==> src/rtl/wall_multi_ctrl_if.sv <==
// ---------------------------------------------------------------------------
// wall_multi_ctrl_if
//   Connects the game controller to the input/collision logic (go, touched)
//   and to the VGA draw datapath (status, tick, wall positions, score).
//   master : the environment that drives go/touched and consumes the outputs
//   slave  : the wall_multi_ctrl block
// Signals
//   go          level, start game from READY; must drop to leave STOP
//   touched     level, collision detected
//   start/move/stopped  one-hot game state decode
//   tick        1-cycle move tick pulse while in MOVE
//   wall_active bit i = wall i on screen
//   wall_x      wall i x at [i*X_W +: X_W]
//   score       walls retired since game start, saturating
// ---------------------------------------------------------------------------
interface wall_multi_ctrl_if #(
   parameter int NUM_WALLS = 4,
   parameter int X_W       = 8
);
   logic                       go;
   logic                       touched;
   logic                       start;
   logic                       move;
   logic                       stopped;
   logic                       tick;
   logic [NUM_WALLS-1:0]       wall_active;
   logic [NUM_WALLS*X_W-1:0]   wall_x;
   logic [7:0]                 score;

   modport master (
      output go, touched,
      input  start, move, stopped, tick, wall_active, wall_x, score
   );

   modport slave (
      input  go, touched,
      output start, move, stopped, tick, wall_active, wall_x, score
   );
endinterface

==> src/rtl/wall_multi_ctrl.sv <==
// ---------------------------------------------------------------------------
// wall_multi_ctrl
//   Global READY/MOVE/STOP game FSM driving NUM_WALLS wall channels. Walls
//   spawn at X_START on a spawn timer counted in move ticks, step left by STEP
//   on each move tick, and retire (counted as score) when another step would
//   pass X_END.
// Ports
//   clk     system clock, rising edge
//   resetn  synchronous reset, active low
//   bus     wall_multi_ctrl_if.slave (go/touched in; state, tick, walls,
//           score out)
// ---------------------------------------------------------------------------
module wall_multi_ctrl #(
   parameter int NUM_WALLS = 4,
   parameter int X_W       = 8,
   parameter int X_START   = 159,
   parameter int X_END     = 0,
   parameter int STEP      = 1,
   parameter int TICK_DIV  = 833333,
   parameter int SPAWN_GAP = 40
) (
   input logic                clk,
   input logic                resetn,
   wall_multi_ctrl_if.slave   bus
);

   localparam logic [1:0] S_READY = 2'd0;
   localparam logic [1:0] S_MOVE  = 2'd1;
   localparam logic [1:0] S_STOP  = 2'd2;

   localparam int TICK_W  = (TICK_DIV > 2) ? $clog2(TICK_DIV) : 1;
   localparam int SPAWN_W = (SPAWN_GAP > 1) ? $clog2(SPAWN_GAP) : 1;
   localparam int CNT_W   = $clog2(NUM_WALLS + 1);
   localparam int SUM_W   = 8 + CNT_W;
   localparam int XL_W    = X_W + 1;

   localparam logic [TICK_W-1:0]  TICK_LAST    = TICK_W'(TICK_DIV - 1);
   localparam logic [SPAWN_W-1:0] SPAWN_RELOAD = SPAWN_W'(SPAWN_GAP - 1);
   localparam logic [X_W-1:0]     X_START_V    = X_W'(X_START);
   localparam logic [X_W-1:0]     STEP_V       = X_W'(STEP);
   // One bit wider so X_END+STEP never wraps in the retire compare.
   localparam logic [XL_W-1:0]    RETIRE_LIM   = XL_W'(X_END + STEP);

   logic [1:0]            r_state;
   logic [TICK_W-1:0]     r_tick_cnt;
   logic [SPAWN_W-1:0]    r_spawn_cnt;
   logic [NUM_WALLS-1:0]  r_active;
   logic [X_W-1:0]        r_x [NUM_WALLS];
   logic [7:0]            r_score;

   logic                  w_tick;
   logic [NUM_WALLS-1:0]  w_retire;
   logic [NUM_WALLS-1:0]  w_spawn_sel;
   logic [CNT_W-1:0]      w_retire_cnt;
   logic [SUM_W-1:0]      w_score_sum;
   logic [7:0]            w_score_next;
   logic                  w_found;
   logic [NUM_WALLS*X_W-1:0] w_wall_x;

   assign w_tick = (r_state == S_MOVE) && (r_tick_cnt == TICK_LAST);

   // Retire flags, retire count and the single spawn target. The spawn slot
   // is chosen from walls inactive at the start of the tick, so a wall that
   // retires on this tick cannot be reused until the next one.
   always_comb begin
      w_retire     = '0;
      w_spawn_sel  = '0;
      w_retire_cnt = '0;
      w_found      = 1'b0;
      for (int unsigned i = 0; i < NUM_WALLS; i++) begin
         w_retire[i]  = r_active[i] && ({1'b0, r_x[i]} < RETIRE_LIM);
         w_retire_cnt = w_retire_cnt + CNT_W'(w_retire[i]);
         if (!r_active[i] && !w_found && (r_spawn_cnt == '0)) begin
            w_spawn_sel[i] = 1'b1;
            w_found        = 1'b1;
         end
      end
   end

   always_comb begin
      w_score_sum = SUM_W'(r_score) + SUM_W'(w_retire_cnt);
      if (w_score_sum > SUM_W'(255)) begin
         w_score_next = 8'hFF;
      end else begin
         w_score_next = w_score_sum[7:0];
      end
   end

   always_comb begin
      w_wall_x = '0;
      for (int unsigned i = 0; i < NUM_WALLS; i++) begin
         w_wall_x[i*X_W +: X_W] = r_x[i];
      end
   end

   always_ff @(posedge clk) begin
      if (!resetn) begin
         r_state     <= S_READY;
         r_tick_cnt  <= '0;
         r_spawn_cnt <= '0;
         r_active    <= '0;
         r_score     <= '0;
         for (int unsigned i = 0; i < NUM_WALLS; i++) begin
            r_x[i] <= X_START_V;
         end
      end else begin
         case (r_state)
            S_READY: begin
               if (bus.go) begin
                  r_state     <= S_MOVE;
                  r_tick_cnt  <= '0;
                  r_spawn_cnt <= '0;
                  r_active    <= '0;
                  r_score     <= '0;
                  for (int unsigned i = 0; i < NUM_WALLS; i++) begin
                     r_x[i] <= X_START_V;
                  end
               end
            end
            S_MOVE: begin
               if (bus.touched) begin
                  // Collision wins over a coincident tick: walls freeze as-is.
                  r_state    <= S_STOP;
                  r_tick_cnt <= '0;
               end else begin
                  r_tick_cnt <= w_tick ? '0 : r_tick_cnt + TICK_W'(1);
                  if (w_tick) begin
                     r_score     <= w_score_next;
                     r_spawn_cnt <= (r_spawn_cnt == '0) ? SPAWN_RELOAD
                                                        : r_spawn_cnt - SPAWN_W'(1);
                     for (int unsigned i = 0; i < NUM_WALLS; i++) begin
                        if (w_retire[i]) begin
                           r_active[i] <= 1'b0;
                           r_x[i]      <= X_START_V;
                        end else if (r_active[i]) begin
                           r_x[i] <= r_x[i] - STEP_V;
                        end else if (w_spawn_sel[i]) begin
                           r_active[i] <= 1'b1;
                           r_x[i]      <= X_START_V;
                        end
                     end
                  end
               end
            end
            S_STOP: begin
               if (!bus.go) begin
                  r_state <= S_READY;
               end
            end
            default: begin
               r_state <= S_READY;
            end
         endcase
      end
   end

   assign bus.start       = (r_state == S_READY);
   assign bus.move        = (r_state == S_MOVE);
   assign bus.stopped     = (r_state == S_STOP);
   assign bus.tick        = w_tick;
   assign bus.wall_active = r_active;
   assign bus.wall_x      = w_wall_x;
   assign bus.score       = r_score;

endmodule

==> src/flat_wrapper.sv <==
// flat-port wrapper written by rule: the top's interface ports become plain ports
module wall_multi_ctrl_flat 
#(
   parameter int NUM_WALLS = 4,
   parameter int X_W       = 8,
   parameter int X_START   = 159,
   parameter int X_END     = 0,
   parameter int STEP      = 1,
   parameter int TICK_DIV  = 833333,
   parameter int SPAWN_GAP = 40
)
  (clk, resetn, bus_go, bus_touched, bus_start, bus_move, bus_stopped, bus_tick, bus_wall_active, bus_wall_x, bus_score);
  wall_multi_ctrl_if #(.NUM_WALLS(NUM_WALLS), .X_W(X_W)) bus_i ();
  input logic clk;
  input logic resetn;
  input wire logic [$bits(bus_i.go)-1:0] bus_go;
  input wire logic [$bits(bus_i.touched)-1:0] bus_touched;
  output wire logic [$bits(bus_i.start)-1:0] bus_start;
  output wire logic [$bits(bus_i.move)-1:0] bus_move;
  output wire logic [$bits(bus_i.stopped)-1:0] bus_stopped;
  output wire logic [$bits(bus_i.tick)-1:0] bus_tick;
  output wire logic [$bits(bus_i.wall_active)-1:0] bus_wall_active;
  output wire logic [$bits(bus_i.wall_x)-1:0] bus_wall_x;
  output wire logic [$bits(bus_i.score)-1:0] bus_score;
  assign bus_i.go = bus_go;
  assign bus_i.touched = bus_touched;
  assign bus_start = bus_i.start;
  assign bus_move = bus_i.move;
  assign bus_stopped = bus_i.stopped;
  assign bus_tick = bus_i.tick;
  assign bus_wall_active = bus_i.wall_active;
  assign bus_wall_x = bus_i.wall_x;
  assign bus_score = bus_i.score;
  wall_multi_ctrl #(.NUM_WALLS(NUM_WALLS), .X_W(X_W), .X_START(X_START), .X_END(X_END), .STEP(STEP), .TICK_DIV(TICK_DIV), .SPAWN_GAP(SPAWN_GAP)) u_core (.clk(clk), .resetn(resetn), .bus(bus_i));
endmodule
==> config.mk <==
export PLATFORM = sky130hd
export DESIGN_NAME = wall_multi_ctrl_flat
export DESIGN_NICKNAME = d
export VERILOG_FILES = /design/src/rtl/wall_multi_ctrl_if.sv /design/src/rtl/wall_multi_ctrl.sv /design/src/flat_wrapper.sv
export SDC_FILE = /design/constraint.sdc
export NUM_CORES = 1
export LEC_CHECK = 0
export CORE_MARGIN = 3
export CORE_UTILIZATION = 46
export DETAILED_ROUTE_END_ITERATION = 8
export PLACE_DENSITY = 0.68
export SYNTH_ARGS = -nofsm -noshare
export SYNTH_HDL_FRONTEND = slang
export SYNTH_SLANG_ARGS = --single-unit
==> constraint.sdc <==
create_clock -name clk -period 8.93 [get_ports clk]
set_clock_uncertainty 0.1 [all_clocks]
set_input_delay 0.893 -clock clk [delete_from_list [all_inputs] [get_ports clk]]
set_output_delay 0.893 -clock clk [all_outputs]
set_load 0.02 [all_outputs]
==> results.tsv, run 1 <==
metric	value	unit
ant_nets	0	
ys_top_cells_by_count	48 x dfxtp_1, 47 x nand2_1, 43 x nor2_1	
power.density	139	nW/µm²
cts-root-buf	clkbuf_8	
dieArea	9770	µm²
p_sw_share	22.4	%
dr_total_vias	3445	
hp-start	u_core.r_spawn_cnt[0]	
seqPwrFrac	51.8	%
drt_first_pass_iters	4	
synth_top_family_by_area	simple AND/OR/NAND/NOR gates	
synthDistinctLibCells	58	
synth-adder-area-share	5.11	%
fmax	256	MHz
grt_max_degree	24	
post-cts-setup-buffers	0	
clkPwrFrac	43.1	%
final_area	4770	µm²
p_int	515	µW
p_sw	149	µW
combPwrFrac	5.1	%
whs_path_depth	2	
power_leakage	0.00163	µW
drive_gt1_share	5.33	%
synthMuxAreaShare	0	%
cp.required	9.10	ns
endpoint_kind	flip-flop	
synth-edff-count	24	
multi_input_comb_area	2130	µm²
yosys.area.top_type	dfxtp_1	
tns	0	ns
slew-limit-headroom	27.6	%
post-route-period-util	43.8	%
htree_num_levels	3	
antenna_found_initial	0	
clk_pin_slew_worst_paths	0.07	ns
fp-row-count	33	
critical_path_class	flip-flop to flip-flop	
die_w	98.8	µm
regArea	1680	µm²
clk_path_buf_depth	2	
ctsResizeCount	0	
synth-seq-cells	72	
fin_hold_ws	0.401	ns
tritoncts	done	
core_area	8300	µm²
finalMaxSlewViolations	0	
reg2reg_slack	5.02	ns
avgSynthCellArea	8.79	µm²
fill_cells	782	
die_y	98.8	µm
ys_warn_count	0	
portBuffers	51	
drv_cap	0	
startpoint_type	flip-flop	
min_period	3.91	ns
synthArstFlopShare	0	%
place_hpwl	6530	µm
synthFlopType	dfxtp_1	
grt_usage	19.2	%
yosysMostFrequentCell	dfxtp_1	
finalNetCount	521	
crit_arrival	4.07	ns
hold_class	flip-flop to flip-flop	
worst_slew_pin_slew	1.08	ns
outcome	completed	
worst_r2r_endpoint	u_core.bus.score[2]	
synth.area.top_cells	dfxtp_1 24%, edfxtp_1 18%, nand2_1 4.5%, ha_1 4.1%, nor2_1 4.1%	
cts-buffers-inserted	9	
reg2reg_depth	14	
drtIter0Drc	199	
wl	8950	µm
synth_fp_nets	470	
grt_pass1_wl	15400	µm
grt_pass1_vias	3234	
area_growth	20.4	%
synth-compound-area-share	14.5	%
critPathMaxFanout	7	
finalHoldViolations	0	
via_per_inst	5.63	
ioPinCount	52	
numClockSinks	72	
hold_buffers	0	
hold-path-endpoint	u_core.r_spawn_cnt[0]	
wl_per_cell	14.6	µm
gp_congestion	0.838	
postSynthCellCount	451	
overflow	0	
post-route-drc-count	0	
r2r_start	u_core.r_x[0][0]	
insertion_delay	0.34	ns
rsz0062_at_grt	no	
setup_violations	0	
synthXorXnorAreaFrac	7.51	%
synthSimpleGateAreaFrac	26.6	%
place_area	4550	µm²
netlist_area	3960	µm²
ir_drop	0.0000869	V
initial_core_util	47.8	%
diodes	0	
synth_top_cell_area_share	24.2	%
yosysSeqAreaShare	42.4	%
cell families after synthesis:
group | after synthesis
AND/OR/NAND/NOR | 202
buffers and inverters | 36
adder cells (fa/ha/maj) | 15
XOR/XNOR | 34
flip-flops | 72
AO/OA/AOI/OAI | 92
power by group through the flow:
stage / sequential, µW / clock (µW) / combinational, µW
after global routing: 344 / 308 / 37.2
after floorplan: 352 / 0 / 18.3
after global placement: 351 / 0 / 34.0
after detailed placement: 351 / 0 / 34.1
final: 343 / 286 / 34.0
after CTS: 343 / 292 / 34.2
how the worst max path moves through the flow:
stage,from,slack (ns),cells after the start,to
finish,u_core.r_x[0][0],5.02,14,u_core.bus.score[2]
global route,u_core.r_x[0][0],4.68,14,u_core.bus.score[0]
CTS,u_core.r_x[0][0],5.06,14,u_core.bus.score[2]
detailed placement,u_core.r_x[0][0],5.08,14,u_core.bus.score[2]
global placement,u_core.r_x[0][0],5.18,14,u_core.bus.score[2]
floorplan,u_core.r_x[0][0],5.34,13,u_core.bus.score[6]
cell type report:
cell class / count / share of cell area [%]
inverters: 23 / 1.81
repair buffers: 53 / 11.0
clock inverters: 6 / 1.73
flip-flops and latches: 72 / 35.2
well taps: 105 / 2.75
clock buffers: 10 / 2.88
multi-input cells: 343 / 44.6
flip-flops by register name, summed over array words and instances (netlist names):
name and flops:
u_core.r_state 2, u_core.bus.wall_active 4, u_core.r_x 32, u_core.r_tick_cnt 20, u_core.r_spawn_cnt 6, u_core.bus.score 8
placed cells by master, fill, tap and decap left out, types with 3 or more instances in the layout:
cell             count
nor2_1              43
a211oi_1             9
nand3_1             24
a31oi_1              3
clkbuf_8            10
nand4_1              4
inv_1               23
o21ai_0             22
and3_1               6
edfxtp_1            24
xnor2_1             16
nor4_1               7
nand2b_1             5
or4_1                3
a21o_1               4
and2_1              11
o211ai_1             5
xor2_1              18
nor3_1              16
nor3b_1              3
clkdlybuf4s50_1     51
nand2_1             47
nand3b_1             4
and4_1               4
ha_1                13
dfxtp_1             48
a21oi_1             29
o31ai_1              3
nor2b_1              3
or3_1                9
routing by layer:
metal  wire (µm)  vias to the layer above  track usage [%]
met4         108                        0             5.57
met5           0                        -                0
met3         457                        9             3.26
li1            -                     1716                -
met1        4290                     1638             27.6
met2        4100                       82             29.8
metrics by stage:
step	std cells	utilization, %	power (µW)	worst slack [ns]
2_1_floorplan	451	-	371	5.34
5_1_grt	612	57.5	689	4.68
6_report	612	57.5	663	5.02
3_5_place_dp	596	54.9	385	5.08
3_3_place_gp	596	54.9	385	5.18
4_1_cts	612	57.5	670	5.06
critical path: stages (launching register included):
cell and delay [ns]:
dfxtp_1 0.34, inv_1 0.09, ha_1 0.18, nor3b_1 0.54, and3_1 0.31, ha_1 0.26, fa_1 0.39, ha_1 0.30
inv_1 0.06, fa_1 0.43, nor2b_1 0.21, o2111ai_1 0.22, inv_1 0.12, o21ai_0 0.09, a21oi_1 0.18
(Power assumes the default switching activity.)
==> inputs of run 2 (changes only) <==
==> constraint.sdc (replaced) <==
create_clock -name clk -period 3.9 [get_ports clk]
set_clock_uncertainty 0.1 [all_clocks]
set_input_delay 0.39 -clock clk [delete_from_list [all_inputs] [get_ports clk]]
set_output_delay 0.39 -clock clk [all_outputs]
set_load 0.02 [all_outputs]
==> results.tsv, run 2 (synthesis results as in run 1) <==
metric	value	unit	change
outcome	completed		
initial_core_util	47.8	%	unchanged
slew-limit-headroom	28.3	%	+0.66 points
crit_arrival	3.85	ns	-0.22 ns
grt_usage	18.9	%	-0.30 points
antenna_found_initial	0		unchanged
grt_max_degree	23		-4.2%
cp.required	4.08	ns	-5.02 ns
area_growth	20.8	%	
clk_path_buf_depth	2		unchanged
tritoncts	done		
htree_num_levels	3		unchanged
ioPinCount	52		unchanged
place_inst	603		+1.2%
critPathMaxFanout	3		-4
final_common_cell	clkdlybuf4s50_1		
gp_congestion	0.803		-4.1%
grt_pass1_wl	15300	µm	-0.58%
regMostFlops	u_core.r_x		
core_area	8300	µm²	unchanged
finalHoldViolations	0		unchanged
max_stage_delay	0.51	ns	-0.03 ns
dr_total_vias	3479		+0.99%
power_leakage	0.00163	µW	+0.15%
pre_cts_slack	0.154	ns	-4.93 ns
drt_first_pass_iters	4		unchanged
critical_path_class	flip-flop to flip-flop		
grt_pass1_vias	3205		-0.90%
endpoint_kind	flip-flop		
hold_class	flip-flop to flip-flop		
final_cell_count_no_fill	619		+1.1%
wl_per_cell	14.5	µm	-0.74%
drtIter0Drc	158		-21%
die_w	98.8	µm	unchanged
post-cts-setup-buffers	0		unchanged
setup_slack	0.234	ns	-4.79 ns
setup_violations	0		unchanged
ir_drop	0.000152	V	+75%
hold_buffers	0		unchanged
cts-root-buf	clkbuf_8		
fp-row-count	33		unchanged
finalNetCount	528		+1.3%
clk_pin_slew_worst_paths	0.07	ns	about the same
finalMaxSlewViolations	0		unchanged
via_per_inst	5.62		-0.16%
cts-buffers-inserted	9		unchanged
cp_cell_sequence	inv_1 -> ha_2 -> nand3_1 -> or3_4 -> nor2_1 -> ha_1 -> fa_1 -> ha_1 -> inv_1 -> fa_1 -> nor2b_2 -> o211ai_1 -> nand3_1 -> o211ai_1 -> a21oi_1		
cpLargestDelayFamily	adder cells		
post-route-period-util	94.0	%	+50 points
wl	8990	µm	+0.39%
drive_gt1_share	7.20	%	+1.9 points
path_buf_inv	2		-1
ant_nets	0		unchanged
place_hpwl	6570	µm	+0.62%
drv_cap	0		unchanged
fill_cells	780		-0.26%
fmax	273	MHz	+6.6%
worst_slew_pin_slew	1.06	ns	-0.0139 ns
power.density	286	nW/µm²	+110%
startpoint_type	flip-flop		
overflow	0		unchanged
post-route-drc-count	0		unchanged
slowest_stage	fa_1		
numClockSinks	72		unchanged
diodes	0		unchanged
insertion_delay	0.34	ns	about the same
die_y	98.8	µm	unchanged
min_period	3.67	ns	-0.241 ns
final_cell_mix	51 x clkdlybuf4s50_1, 48 x dfxtp_1, 47 x nand2_1		
portBuffers	51		unchanged
dieArea	9770	µm²	unchanged
largest_reg_flops	32		unchanged
-- run 2: worst reg2reg max path: stages, from the launching register on --
cell	delay, ns
edfxtp_1	0.43
inv_1	0.11
ha_2	0.21
nand3_1	0.12
or3_4	0.38
nor2_1	0.10
ha_1	0.25
fa_1	0.52
ha_1	0.20
inv_1	0.07
fa_1	0.41
nor2b_2	0.18
o211ai_1	0.16
nand3_1	0.13
o211ai_1	0.10
a21oi_1	0.15
-- run 2: per-layer routing --
metal  track usage, %  vias up  routed length [µm]
met4             5.15        0                  79
met3             4.03        6                 282
li1                 -     1732                   -
met1             26.5     1682                4430
met2             29.6       59                4190
met5                0        -                   0
-- run 2: stage by stage --
| step | power [µW] | TNS [ns] | cell area (µm²) | util (%) | hold WS [ns] |
|---|---|---|---|---|---|
| after global placement | 884 | 0 | 4610 | 55.5 | 0.366 |
| after detailed placement | 885 | 0 | 4610 | 55.5 | 0.380 |
| after floorplan | 849 | 0 | 3960 | - | 0.354 |
| final | 1370 | 0 | 4790 | 57.7 | 0.395 |
| after global routing | 1420 | -0.0374 | 4790 | 57.7 | 0.429 |
| after CTS | 1380 | 0 | 4760 | 57.4 | 0.392 |
-- run 2: final timing paths --
| path | from | endpoint | slack [ns] | cells past startpoint |
|---|---|---|---|---|
| worst max-delay path | u_core.r_x[1][1] | u_core.bus.score[7] | 0.23 | 15 |
| worst min-delay path | u_core.r_spawn_cnt[0] | u_core.r_spawn_cnt[0] | 0.40 | 2 |
| worst max register to register | u_core.r_x[1][1] | u_core.bus.score[7] | 0.23 | 15 |
| worst min register to register | u_core.r_spawn_cnt[0] | u_core.r_spawn_cnt[0] | 0.40 | 2 |
-- run 2: final cells by class --
cell class / instances / area [µm²] / area share [%]
clock buffer: 12 / 135 / 2.82
clock inverter: 4 / 22.5 / 0.470
inverter: 23 / 86.3 / 1.80
multi-input combinational: 343 / 2150 / 45.0
sequential: 72 / 1680 / 35.1
tap: 105 / 131 / 2.74
timing repair buffer: 60 / 578 / 12.1
-- run 2: where the power goes --
| group | switching (µW) | total, µW | internal [µW] | leakage (µW) |
|---|---|---|---|---|
| logic | 54.2 | 81.0 | 26.8 | 0.000969 |
| clock network | 274 | 503 | 229 | 0.0000801 |
| registers | 6.94 | 787 | 780 | 0.000582 |
-- run 2: timing repair --
action / CTS / global route
endpoints found under the hold margin: 0 / 0
gates resized for setup: 0 / 5
endpoints found under the setup margin: 0 / 8
